### src/rtl/multi_pkg.sv
// Shared encodings and default sizing for the shift-add multiplier sequencer.
package multi_pkg;

    localparam logic [1:0] S_IDLE = 2'd0;
    localparam logic [1:0] S_LOAD = 2'd1;
    localparam logic [1:0] S_CALC = 2'd2;
    localparam logic [1:0] S_DONE = 2'd3;

    localparam int DEF_WIDTH = 4;
    localparam int DEF_CNT_W = 3;

endpackage

### src/rtl/multi_step_counter.sv
// Step counter for the multiplier sequencer: synchronous clear/increment,
// terminal count at WIDTH and a flag for values that can never be legal.
module multi_step_counter
    import multi_pkg::*;
#(
    parameter int WIDTH = DEF_WIDTH,
    parameter int CNT_W = DEF_CNT_W
) (
    input  logic             CLK,
    input  logic             RST,
    input  logic             clear,
    input  logic             inc,
    output logic [CNT_W-1:0] cnt,
    output logic             tc,
    output logic             illegal
);

    localparam logic [CNT_W-1:0] LAST = CNT_W'(WIDTH);

    // NOTE: state registers use non-blocking assignments so every flop samples
    // pre-edge values regardless of block ordering.
    always_ff @(posedge CLK or negedge RST) begin
        if (!RST) begin
            cnt <= '0;
        end else if (clear) begin
            cnt <= '0;
        end else if (inc) begin
            cnt <= cnt + CNT_W'(1);
        end
    end

    assign tc      = (cnt == LAST);
    assign illegal = (cnt > LAST);

endmodule

### src/rtl/multi_sequencer.sv
// Control FSM for the 4-bit shift-add multiplier: load, one step per multiplier
// bit, then a one-cycle DONE pulse. ABORT wins over every transition.
module multi_sequencer
    import multi_pkg::*;
#(
    parameter int WIDTH = DEF_WIDTH,
    parameter int CNT_W = DEF_CNT_W
) (
    input  logic             CLK,
    input  logic             RST,
    input  logic             START,
    input  logic             ABORT,
    input  logic             MPLR_BIT,
    output logic             LOAD,
    output logic             STEP_EN,
    output logic             ADD_EN,
    output logic [CNT_W-1:0] cnt,
    output logic             BUSY,
    output logic             DONE
);

    if (WIDTH < 1 || WIDTH >= (1 << CNT_W)) begin : g_bad_width
        $fatal(1, "multi_sequencer: WIDTH must be in 1..2**CNT_W-1");
    end

    logic [1:0] state;
    logic [1:0] state_next;
    logic       cnt_clear;
    logic       cnt_inc;
    logic       cnt_tc;
    logic       cnt_illegal;
    logic       cnt_bad;

    multi_step_counter #(
        .WIDTH(WIDTH),
        .CNT_W(CNT_W)
    ) u_step_counter (
        .CLK    (CLK),
        .RST    (RST),
        .clear  (cnt_clear),
        .inc    (cnt_inc),
        .cnt    (cnt),
        .tc     (cnt_tc),
        .illegal(cnt_illegal)
    );

    // cnt must be 1..WIDTH inside CALC and 0 everywhere else.
    assign cnt_bad = cnt_illegal || ((state == S_CALC) == (cnt == '0));

    // NOTE: every signal driven here gets a default first so no latch is inferred.
    always_comb begin
        state_next = state;
        cnt_clear  = 1'b0;
        cnt_inc    = 1'b0;
        if (ABORT || cnt_bad) begin
            state_next = S_IDLE;
            cnt_clear  = 1'b1;
        end else begin
            case (state)
                S_IDLE: if (START) state_next = S_LOAD;
                S_LOAD: begin
                    state_next = S_CALC;
                    cnt_inc    = 1'b1;
                end
                S_CALC: begin
                    if (cnt_tc) begin
                        state_next = S_DONE;
                        cnt_clear  = 1'b1;
                    end else begin
                        cnt_inc = 1'b1;
                    end
                end
                S_DONE: state_next = S_IDLE;
                default: begin
                    state_next = S_IDLE;
                    cnt_clear  = 1'b1;
                end
            endcase
        end
    end

    always_ff @(posedge CLK or negedge RST) begin
        if (!RST) begin
            state <= S_IDLE;
        end else begin
            state <= state_next;
        end
    end

    assign LOAD    = (state == S_LOAD);
    assign STEP_EN = (state == S_CALC);
    assign ADD_EN  = STEP_EN & MPLR_BIT;
    assign BUSY    = (state != S_IDLE);
    assign DONE    = (state == S_DONE);

endmodule

### config.mk
export PLATFORM = sky130hd
export DESIGN_NAME = multi_sequencer
export DESIGN_NICKNAME = d
export VERILOG_FILES = /design/src/rtl/multi_pkg.sv /design/src/rtl/multi_step_counter.sv /design/src/rtl/multi_sequencer.sv
export SDC_FILE = /design/constraint.sdc
export NUM_CORES = 1
export LEC_CHECK = 0
export BUFFER_PORTS_ARGS = -buffer_cell sky130_fd_sc_hd__buf_2
export CAP_MARGIN = 5
export CORE_AREA = 2 2 39 41
export CTS_CLUSTER_SIZE = 28
export DETAILED_ROUTE_END_ITERATION = 8
export DIE_AREA = 0 0 41 43
export RECOVER_POWER = 100
export SETUP_SLACK_MARGIN = 0.05
export SLEW_MARGIN = 40
export SYNTH_ARGS = -nofsm -noshare
export SYNTH_HDL_FRONTEND = slang
export SYNTH_SLANG_ARGS = --single-unit
### constraint.sdc
create_clock -name CLK -period 2 [get_ports CLK]
set_input_delay 0.3 -clock CLK [delete_from_list [all_inputs] [get_ports CLK]]
set_output_delay 0.3 -clock CLK [all_outputs]
set_load 0.005 [all_outputs]
# After elaboration in Yosys (flattened, before gate mapping)
# Index checks and enable logic that the tools add are counted.
# classes
muxes	12
add_sub_neg	1
n_reduce_logical	7
n_bitwise	1
magnitude_cmp	1
eq_ne	7
# op_table
op	n
$pmux 2 s4	1
$mux 2	3
$mux 3	2
$mux 1	5
$eq 2x2->1 const B	2
$reduce_bool 2->1	2
$add 3x1->3 const B	1
$eq 3x3->1 const B	1
$gt 3x3->1 const B	1
$logic_not 3->1	1
$ne 3x1->1 const B	1
$ne 3x3->1 const B	1
$eq 2x1->1 const B	1
$logic_not 2->1	1
$logic_or 1x1->1	2
$pmux 1 s2	1
$reduce_and 2->1	1
$and 1x1->1	1
$eq 1x1->1	1
# totals
out_inout_bits	8
register_bits	5

# Logic depth before layout (Yosys ltp)
# Gate-level depths: netlist of the first run.
# depth
word_depth	7
mapped_depth	6

# Modules after synthesis
# From an unflattened synthesis of the first run, not the netlist that was laid out.
# unflattened
hier_cells	44
area_unflattened_um2	410.4
# by_module_without_submodules
module	cells_per_inst	seq_area_each_um2	n_inst	area_each_um2
multi_sequencer	28	50.0	1	241.5
multi_step_counter	16	75.1	1	168.9

# Worst setup path after synthesis of the first run
# No wires, ideal clock.
# synth_path
kind	reg-to-reg
start	reg state[0]
end	reg u_step_counter.cnt[2]
path_slack_ns	0.208
n_path_buf	1
setup_time_ns	0.068
t_arrival_ns	1.724
stages_incl_launch_ff	7
path_cell_list	dfrtp_1 -> inv_1 -> ha_1 -> buf_4 -> or3b_1 -> a311oi_2 -> and4_1
# synth_via
elab_chain_cells	6
word_cells_on_any_way	11
cone_classes	eq/ne (3); mux (5); reduce/logical (3)
# synth_lines
item	line	text
start: declaration	multi_sequencer.sv:26	logic [1:0] state;
start signal: assignment	multi_sequencer.sv:86	state <= state_next;
$eq 2x2->1 (*)	--	
net STEP_EN	multi_sequencer.sv:15	output logic STEP_EN,
$eq 1x1->1	multi_sequencer.sv:48	assign cnt_bad = cnt_illegal || ((state == S_CALC) == (cnt == '0));
$logic_or 1x1->1	multi_sequencer.sv:48	
$logic_or 1x1->1	multi_sequencer.sv:55	if (ABORT || cnt_bad) begin
$mux 1	multi_sequencer.sv:55	
$mux 3 or $reduce_bool 2->1 (tied branches)	--	
end signal: assignment	multi_step_counter.sv:28	cnt <= cnt + CNT_W'(1);
end: declaration	multi_step_counter.sv:13	output logic [CNT_W-1:0] cnt,
# Mark *: on every way through the listed nets, which the timed path passes. The rest lies on a longest branch.
# A chain may end at the register's enable or synchronous reset.

# Worst setup path after layout of the first run
# layout_path
start	reg u_step_counter.cnt[0]
end	reg u_step_counter.cnt[0]
# layout_via
elab_chain_cells	6
word_cells_on_any_way	16
cone_classes	add/sub (1); order compare (1); eq/ne (2); mux (8); reduce/logical (4)
# layout_lines
item
branches (longest 6 deep; another with $eq 3x3->1)
# Parallel ways; which one is timed is not known. The select of a mux whose other input is x is not followed.

==> out/summary.json, run 1 <==
{
  "detailed_routing": {
    "drt_pass1_iterations": 1,
    "drc_errors": 0,
    "vias": 362,
    "viasPerCell": 4.70,
    "routedWlPerCell_microns": 10.1,
    "ant_nets": 0,
    "wirelength_microns": 774,
    "detail_route.iter0.violations": 0
  },
  "critical_path": {
    "timing.critical_path.cells": "inv_1 > ha_1 > or3b_1 > a311oi_2 > mux2i_1",
    "timing.critical_path.fanout_max": 4,
    "cp_num_buf_inv": 1,
    "slowest_stage": "a311oi_2",
    "timing.critical_path.required_ns": 2.16,
    "max_stage_delay_ns": 0.40,
    "worst-setup-path-type": "reg2reg",
    "worstSetupStartpointType": "flip-flop",
    "worstPathArrival_ns": 1.91,
    "timing.critical_path.max_delay_family": "compound AO/OA/AOI/OAI gates",
    "cp-end-kind": "flip-flop"
  },
  "power": {
    "ir_worst_vdd_mv": 0.692,
    "power_density_mw_per_mm2": 993,
    "pleak_nw": 0.255
  },
  "cts": {
    "htree_num_levels": 1,
    "cts_num_sinks": 5,
    "cts-root-buf": "clkbuf_4",
    "cts_buffer_depth": 2,
    "clk_pin_slew_worst_paths_ns": 0.04,
    "cts_made_buffers": 3,
    "cts_tree": "done",
    "post-cts-setup-buffer-count": 0,
    "cts_repair_resize_count": 0,
    "clk-insertion-delay-late_ns": 0.24
  },
  "placed_design": {
    "place_hpwl_microns": 605,
    "numPortBuffers": 12,
    "finalWeightedCongestion": 0.710
  },
  "synth": {
    "post_synth_num_cell_types": 23,
    "ys_seq_elements": 5,
    "synth.net_count": 55,
    "postSynthCellCount": 44,
    "synth.avg_cell_area_sq_um": 9.47,
    "ys_seq_area_share_pct": 30.0,
    "netlist_area_sq_um": 417,
    "ys_warn_count": 0
  },
  "floorplan": {
    "placement_rows": 14,
    "boundaryPins": 13,
    "die_height_microns": 43,
    "fp.coreArea_sq_mm": 0.00138,
    "initial_utilization_pct": 30.1,
    "chipWidth_microns": 41,
    "die_area_sq_mm": 0.00176
  },
  "sta": {
    "clock-skew-final_ns": 0.00141,
    "final_max_slew_viol_count": 0,
    "max_transition_margin_pct": 75.1,
    "worst_pin_slew_ns": 0.372,
    "timing.final.hold_violations": 0,
    "finalSetupTns_ns": 0,
    "grt_setup_unrepaired": "false",
    "final-setup-viol-count": 0,
    "upper_clock_frequency_limit_mhz": 571,
    "final_worst_path_period_share_pct": 87.5,
    "fin_crit_ns": 1.75
  },
  "global_route": {
    "grt_usage_pct": 10.9,
    "antenna_found_initial": 0,
    "first_global_vias": 326,
    "global_route_wire_length_before_repair_mm": 1.27,
    "grt.overflow.total": 0,
    "grt_max_degree": 10
  },
  "final_layout": {
    "post_route_cells_drive_above_1_share_pct": 23.0,
    "filler_cells": 149,
    "fin_util_pct": 38.3,
    "layout.nets": 73,
    "antenna_cells_inserted": 0,
    "area_delta_synth_final_pct": 27.3
  },
  "run_status": {
    "status": "completed"
  },
  "job": {
    "cap_violations": 0
  },
  "hold_path": {
    "timing.hold.worst.class": "in2reg"
  }
}
[worst reg2reg max path, delay by kind of cell (launching register included)]
kind,cells,cell delay (ns)
mux,1,0.24
buf+inv,1,0.07
simple gates,1,0.36
compound gates,1,0.40
flops,1,0.38
fa+ha+maj,1,0.21
[layout make-up]
class                   count  area [sq um]  share of cell area [%]
repair buffers             15          80.1                    15.1
clock buffers               4          26.3                    4.95
multi-input cells          31           256                    48.3
flip-flops and latches      5           125                    23.6
inverters                   6          22.5                    4.25
well taps                  16          20.0                    3.77
[stage by stage]
step           hold slack (ns)  total power, mW  instance area, sq um  setup WS [ns]  instances
3_5_place_dp             0.114            0.416                   499          0.254         72
6_report                 0.301            0.527                   531          0.250         77
5_1_grt                  0.289            0.589                   531          0.160         77
2_1_floorplan          0.00441            0.337                   417          0.208         44
4_1_cts                  0.291            0.539                   536          0.236         77
3_3_place_gp             0.115            0.419                   499          0.262         72
[logic make-up after synthesis]
logic type / Yosys count / share of synthesized area, %
fa+ha+maj: 6 / 18.0
flops: 5 / 30.0
compound gates: 6 / 12.0
buf+inv: 8 / 8.41
mux: 2 / 4.80
simple gates: 15 / 22.5
xor+xnor: 2 / 4.20
[metal layers]
layer	wire, microns	track usage [%]	vias up	share of wire, %
met5	0	0	-	0
met4	17	8.00	0	2.2
met3	52	3.14	2	6.7
met2	325	14.7	12	42
met1	379	14.1	162	49
li1	-	-	186	-
[where the power goes]
part	switching [mW]	internal, mW	total, mW	leakage [nW]
sequential	0.0172	0.120	0.138	0.0684
combinational	0.152	0.122	0.274	0.171
clock	0.0402	0.0753	0.116	0.0150
[cells in the final DEF, fill, tap and decap left out]
cell,n
buf_2,8
inv_1,6
ha_1,6
nand3_1,5
clkbuf_1,5
dfrtp_1,5
clkbuf_4,3
nor2_1,2
a21oi_1,2
mux2i_1,2
buf_4,2
and2_1,1
nand4bb_1,1
nand4_1,1
or3b_1,1
a311oi_2,1
xor2_1,1
and4_1,1
nand2b_1,1
a21bo_1,1
a21o_1,1
xnor2_1,1
nor3b_1,1
a211oi_1,1
nor4_1,1
dlygate4sd3_1,1
[final timing paths]
path / cells after the start / end / slack [ns] / start
worst min register to register: 2 / u_step_counter.cnt[0]$_DFFE_PN0P_ / 0.59 / u_step_counter.cnt[0]$_DFFE_PN0P_
max in group asynchronous: 2 / u_step_counter.cnt[2]$_DFFE_PN0P_ / 1.38 / RST
worst max-delay path: 5 / u_step_counter.cnt[0]$_DFFE_PN0P_ / 0.25 / u_step_counter.cnt[0]$_DFFE_PN0P_
worst max register to register: 5 / u_step_counter.cnt[0]$_DFFE_PN0P_ / 0.25 / u_step_counter.cnt[0]$_DFFE_PN0P_
worst min-delay path: 2 / state[0]$_DFFE_PN0P_ / 0.30 / ABORT
min in group asynchronous: 2 / u_step_counter.cnt[0]$_DFFE_PN0P_ / 0.43 / RST
[cells in the mapped netlist (all sizes together)]
cell,instances,share of area [%]
nor3b,1,1.8
and2,1,1.5
nor4,1,1.5
xnor2,1,2.1
nand4,1,1.5
buf,2,3.0
a311oi,1,3.6
mux2i,2,4.8
ha,6,18
a21o,1,1.8
a21oi,2,2.4
a211oi,1,1.8
nor2,2,1.8
inv,6,5.4
dfrtp,5,30
a21bo,1,2.4
or3b,1,2.1
nand2b,1,1.5
and4,1,2.1
xor2,1,2.1
nand4bb,1,2.7
nand3,5,6.0
[state kept, by name, summed over array words and instances, names as in the netlist]
register / cells
state: 2
u_step_counter.cnt: 3
[timing repair]
action,in CTS,in global routing
endpoints found under the hold margin,5,0
hold buffers,1,0
setup endpoints to repair,0,0
(Power assumes the default switching activity.)
==> run 2, diff against run 1 <==
--- a/config.mk
+++ b/config.mk
@@ -12,6 +12,7 @@
 export DETAILED_ROUTE_END_ITERATION = 8
 export DIE_AREA = 0 0 41 43
 export RECOVER_POWER = 100
+export REMOVE_ABC_BUFFERS = 1
 export SETUP_SLACK_MARGIN = 0.05
 export SLEW_MARGIN = 40
 export SYNTH_ARGS = -nofsm -noshare
==> out/summary.json, run 2 (synthesized netlist as in run 1, its figures left out) <==
{
  "floorplan": {
    "fp.coreArea": {"value": 0.00138, "unit": "sq mm", "change": "unchanged"},
    "die_height": {"value": 43, "unit": "microns", "change": "unchanged"},
    "boundaryPins": {"value": 13, "change": "unchanged"},
    "chipWidth": {"value": 41, "unit": "microns", "change": "unchanged"},
    "die_area": {"value": 0.00176, "unit": "sq mm", "change": "unchanged"},
    "placement_rows": {"value": 14, "change": "unchanged"},
    "initial_utilization": {"value": 30.1, "unit": "%", "change": "unchanged"}
  },
  "power": {
    "swShare": {"value": 39.5, "unit": "%", "change": "-0.17 points"},
    "pleak": {"value": 0.250, "unit": "nW", "change": "-1.9%"},
    "combPwrFrac": {"value": 52.4, "unit": "%", "change": "+0.5 points"},
    "p_sw": {"value": 0.208, "unit": "mW", "change": "-0.36%"},
    "p_clk_share": {"value": 21.5, "unit": "%", "change": "-0.4 points"},
    "power_density": {"value": 996, "unit": "mW/mm^2", "change": "+0.30%"},
    "ir_worst_vdd": {"value": 0.557, "unit": "mV", "change": "-20%"},
    "seq_power_share": {"value": 26.0, "unit": "%", "change": "about the same"},
    "cellInternalPower": {"value": 0.319, "unit": "mW", "change": "+0.34%"}
  },
  "critical_path": {
    "timing.critical_path.cells": "inv_1 > ha_1 > or3b_1 > a311oi_2 > mux2i_1",
    "setup.worst_path.start": "u_step_counter.cnt[0]$_DFFE_PN0P_",
    "worst_reg2reg_path_startpoint": "u_step_counter.cnt[0]$_DFFE_PN0P_",
    "timing.critical_path.required": {"value": 2.16, "unit": "ns", "change": "about the same"},
    "rr_worst_depth": {"value": 5, "change": "unchanged"},
    "cp-end-kind": "flip-flop",
    "crit_path_end": "u_step_counter.cnt[1]$_DFFE_PN0P_",
    "worstPathArrival": {"value": 1.89, "unit": "ns", "change": "-0.02 ns"},
    "cp_num_cells": {"value": 5, "change": "unchanged"},
    "timing.critical_path.fanout_max": {"value": 4, "change": "unchanged"},
    "rr_endpoint": "u_step_counter.cnt[1]$_DFFE_PN0P_",
    "max_stage_delay": {"value": 0.41, "unit": "ns", "change": "about the same"},
    "worstSetupStartpointType": "flip-flop",
    "worst-setup-path-type": "reg2reg",
    "rrSetupSlack": {"value": 0.27, "unit": "ns", "change": "+0.02 ns"},
    "slowest_stage": "a311oi_2",
    "timing.critical_path.max_delay_family": "compound AO/OA/AOI/OAI gates",
    "cp_num_buf_inv": {"value": 1, "change": "unchanged"}
  },
  "placed_design": {
    "finalWeightedCongestion": {"value": 0.700, "change": "-1.4%"},
    "place_hpwl": {"value": 616, "unit": "microns", "change": "+1.8%"},
    "numPortBuffers": {"value": 12, "change": "unchanged"},
    "pre_cts_slack": {"value": 0.273, "unit": "ns", "change": "+0.0188 ns"},
    "post_dp_cell_area": {"value": 499, "unit": "sq um", "change": "unchanged"}
  },
  "final_layout": {
    "most_common_library_cell_in_the_layout_ignoring_fill_and_taps": "buf_2",
    "final_design_area_no_fill": {"value": 529, "unit": "sq um", "change": "-0.24%"},
    "final_cell_mix": "buf_2 (7), inv_1 (6), ha_1 (6), clkbuf_1 (6)",
    "area_delta_synth_final_pct": 27.0,
    "max_flop_register": "u_step_counter.cnt",
    "post_route_cells_drive_above_1_share": {"value": 21.3, "unit": "%", "change": "-1.6 points"},
    "layout.nets": {"value": 73, "change": "unchanged"},
    "largest_register_ffs": {"value": 3, "change": "unchanged"},
    "antenna_cells_inserted": {"value": 0, "change": "unchanged"},
    "biggest_regs": "u_step_counter.cnt (3), state (2)"
  },
  "cts": {
    "cts_repair_resize_count": {"value": 0, "change": "unchanged"},
    "cts_made_buffers": {"value": 3, "change": "unchanged"},
    "cts_buffer_depth": {"value": 2, "change": "unchanged"},
    "htree_num_levels": {"value": 1, "change": "unchanged"},
    "cts-root-buf": "clkbuf_4",
    "cts-hold-fix-buffers": {"value": 1, "change": "unchanged"},
    "clk-insertion-delay-late": {"value": 0.24, "unit": "ns", "change": "about the same"},
    "clk_pin_slew_worst_paths": {"value": 0.04, "unit": "ns", "change": "about the same"},
    "post-cts-setup-buffer-count": {"value": 0, "change": "unchanged"},
    "cts_num_sinks": {"value": 5, "change": "unchanged"},
    "cts_tree": "done"
  },
  "sta": {
    "worst_pin_slew": {"value": 0.364, "unit": "ns", "change": "-0.00828 ns"},
    "timing.final.hold_violations": {"value": 0, "change": "unchanged"},
    "clock-skew-final": {"value": 0.000428, "unit": "ns", "change": "-0.000981 ns"},
    "final_worst_path_period_share": {"value": 86.6, "unit": "%", "change": "-0.93 points"},
    "final_critical_path_setup_slack": {"value": 0.269, "unit": "ns", "change": "+0.0185 ns"},
    "upper_clock_frequency_limit": {"value": 578, "unit": "MHz", "change": "+1.1%"},
    "finalSetupTns": {"value": 0, "unit": "ns", "change": "unchanged"},
    "max_transition_margin": {"value": 75.8, "unit": "%", "change": "+0.64 points"},
    "fin_crit": {"value": 1.73, "unit": "ns", "change": "-0.0185 ns"},
    "final_max_slew_viol_count": {"value": 0, "change": "unchanged"},
    "grt_setup_unrepaired": "false",
    "final-setup-viol-count": {"value": 0, "change": "unchanged"}
  },
  "global_route": {
    "grt_usage": {"value": 11.1, "unit": "%", "change": "+0.20 points"},
    "grt.overflow.total": {"value": 0, "change": "unchanged"},
    "antenna_found_initial": {"value": 0, "change": "unchanged"},
    "first_global_vias": {"value": 341, "change": "+4.6%"},
    "grt_max_degree": {"value": 10, "change": "unchanged"},
    "global_route_wire_length_before_repair": {"value": 1.32, "unit": "mm", "change": "+4.3%"}
  },
  "detailed_routing": {
    "drc_errors": {"value": 0, "change": "unchanged"},
    "drt_pass1_iterations": {"value": 2, "change": "+1"},
    "ant_nets": {"value": 0, "change": "unchanged"},
    "vias": {"value": 358, "change": "-1.1%"},
    "wirelength": {"value": 748, "unit": "microns", "change": "-3.4%"},
    "detail_route.iter0.violations": {"value": 8, "change": "+8"},
    "routedWlPerCell": {"value": 9.71, "unit": "microns", "change": "-3.4%"},
    "viasPerCell": {"value": 4.65, "change": "-1.1%"}
  },
  "run_status": {
    "status": "completed"
  },
  "hold_path": {
    "timing.hold.worst.class": "in2reg"
  },
  "job": {
    "cap_violations": {"value": 0, "change": "unchanged"}
  }
}
## run 2: cell types whose count changed in the layout (fill, tap and decap cells not counted)
cell      before  now
buf_2          8    7
clkbuf_1       5    6
## run 2: routing by layer
layer  vias up  global-route usage, %  share of wire, %
li1        187                      -                 -
met2        11                   15.3                43
met1       160                   14.4                47
met4         0                   6.00                 0
met3         0                   4.19                10
met5         -                      0                 0
## run 2: how the worst min path moves through the flow
stage	start	end	slack (ns)	depth (start not counted)
after floorplan	RST	state[0]$_DFFE_PN0P_	0.004	0
after global placement	RST	state[0]$_DFFE_PN0P_	0.12	1
after detailed placement	RST	state[0]$_DFFE_PN0P_	0.12	1
after CTS	ABORT	state[0]$_DFFE_PN0P_	0.29	2
after global routing	ABORT	state[0]$_DFFE_PN0P_	0.31	2
final	ABORT	state[0]$_DFFE_PN0P_	0.31	2
## run 2: per-stage QoR
| step | hold slack (ns) | std cells | power [mW] | utilization, % |
|---|---|---|---|---|
| 2_1_floorplan | 0.00441 | 42 | 0.328 | - |
| 3_3_place_gp | 0.117 | 72 | 0.418 | 36.1 |
| 3_5_place_dp | 0.117 | 72 | 0.416 | 36.1 |
| 4_1_cts | 0.291 | 77 | 0.541 | 38.7 |
| 5_1_grt | 0.309 | 77 | 0.587 | 38.2 |
| 6_report | 0.306 | 77 | 0.527 | 38.2 |
## run 2: power groups by stage
| stage | clock network (mW) | registers, mW | logic (mW) |
|---|---|---|---|
| 6_report | 0.114 | 0.137 | 0.276 |
| 5_1_grt | 0.130 | 0.141 | 0.316 |
| 4_1_cts | 0.122 | 0.137 | 0.281 |
| 3_5_place_dp | 0 | 0.139 | 0.277 |
| 3_3_place_gp | 0 | 0.138 | 0.280 |
| 2_1_floorplan | 0 | 0.136 | 0.192 |
## run 2: final cells by class
cell class | count | area (sq um)
clock buffer | 4 | 26.3
fill | 147 | 855
inverter | 6 | 22.5
multi-input combinational | 31 | 256
sequential | 5 | 125
tap | 16 | 20.0
timing repair buffer | 15 | 78.8
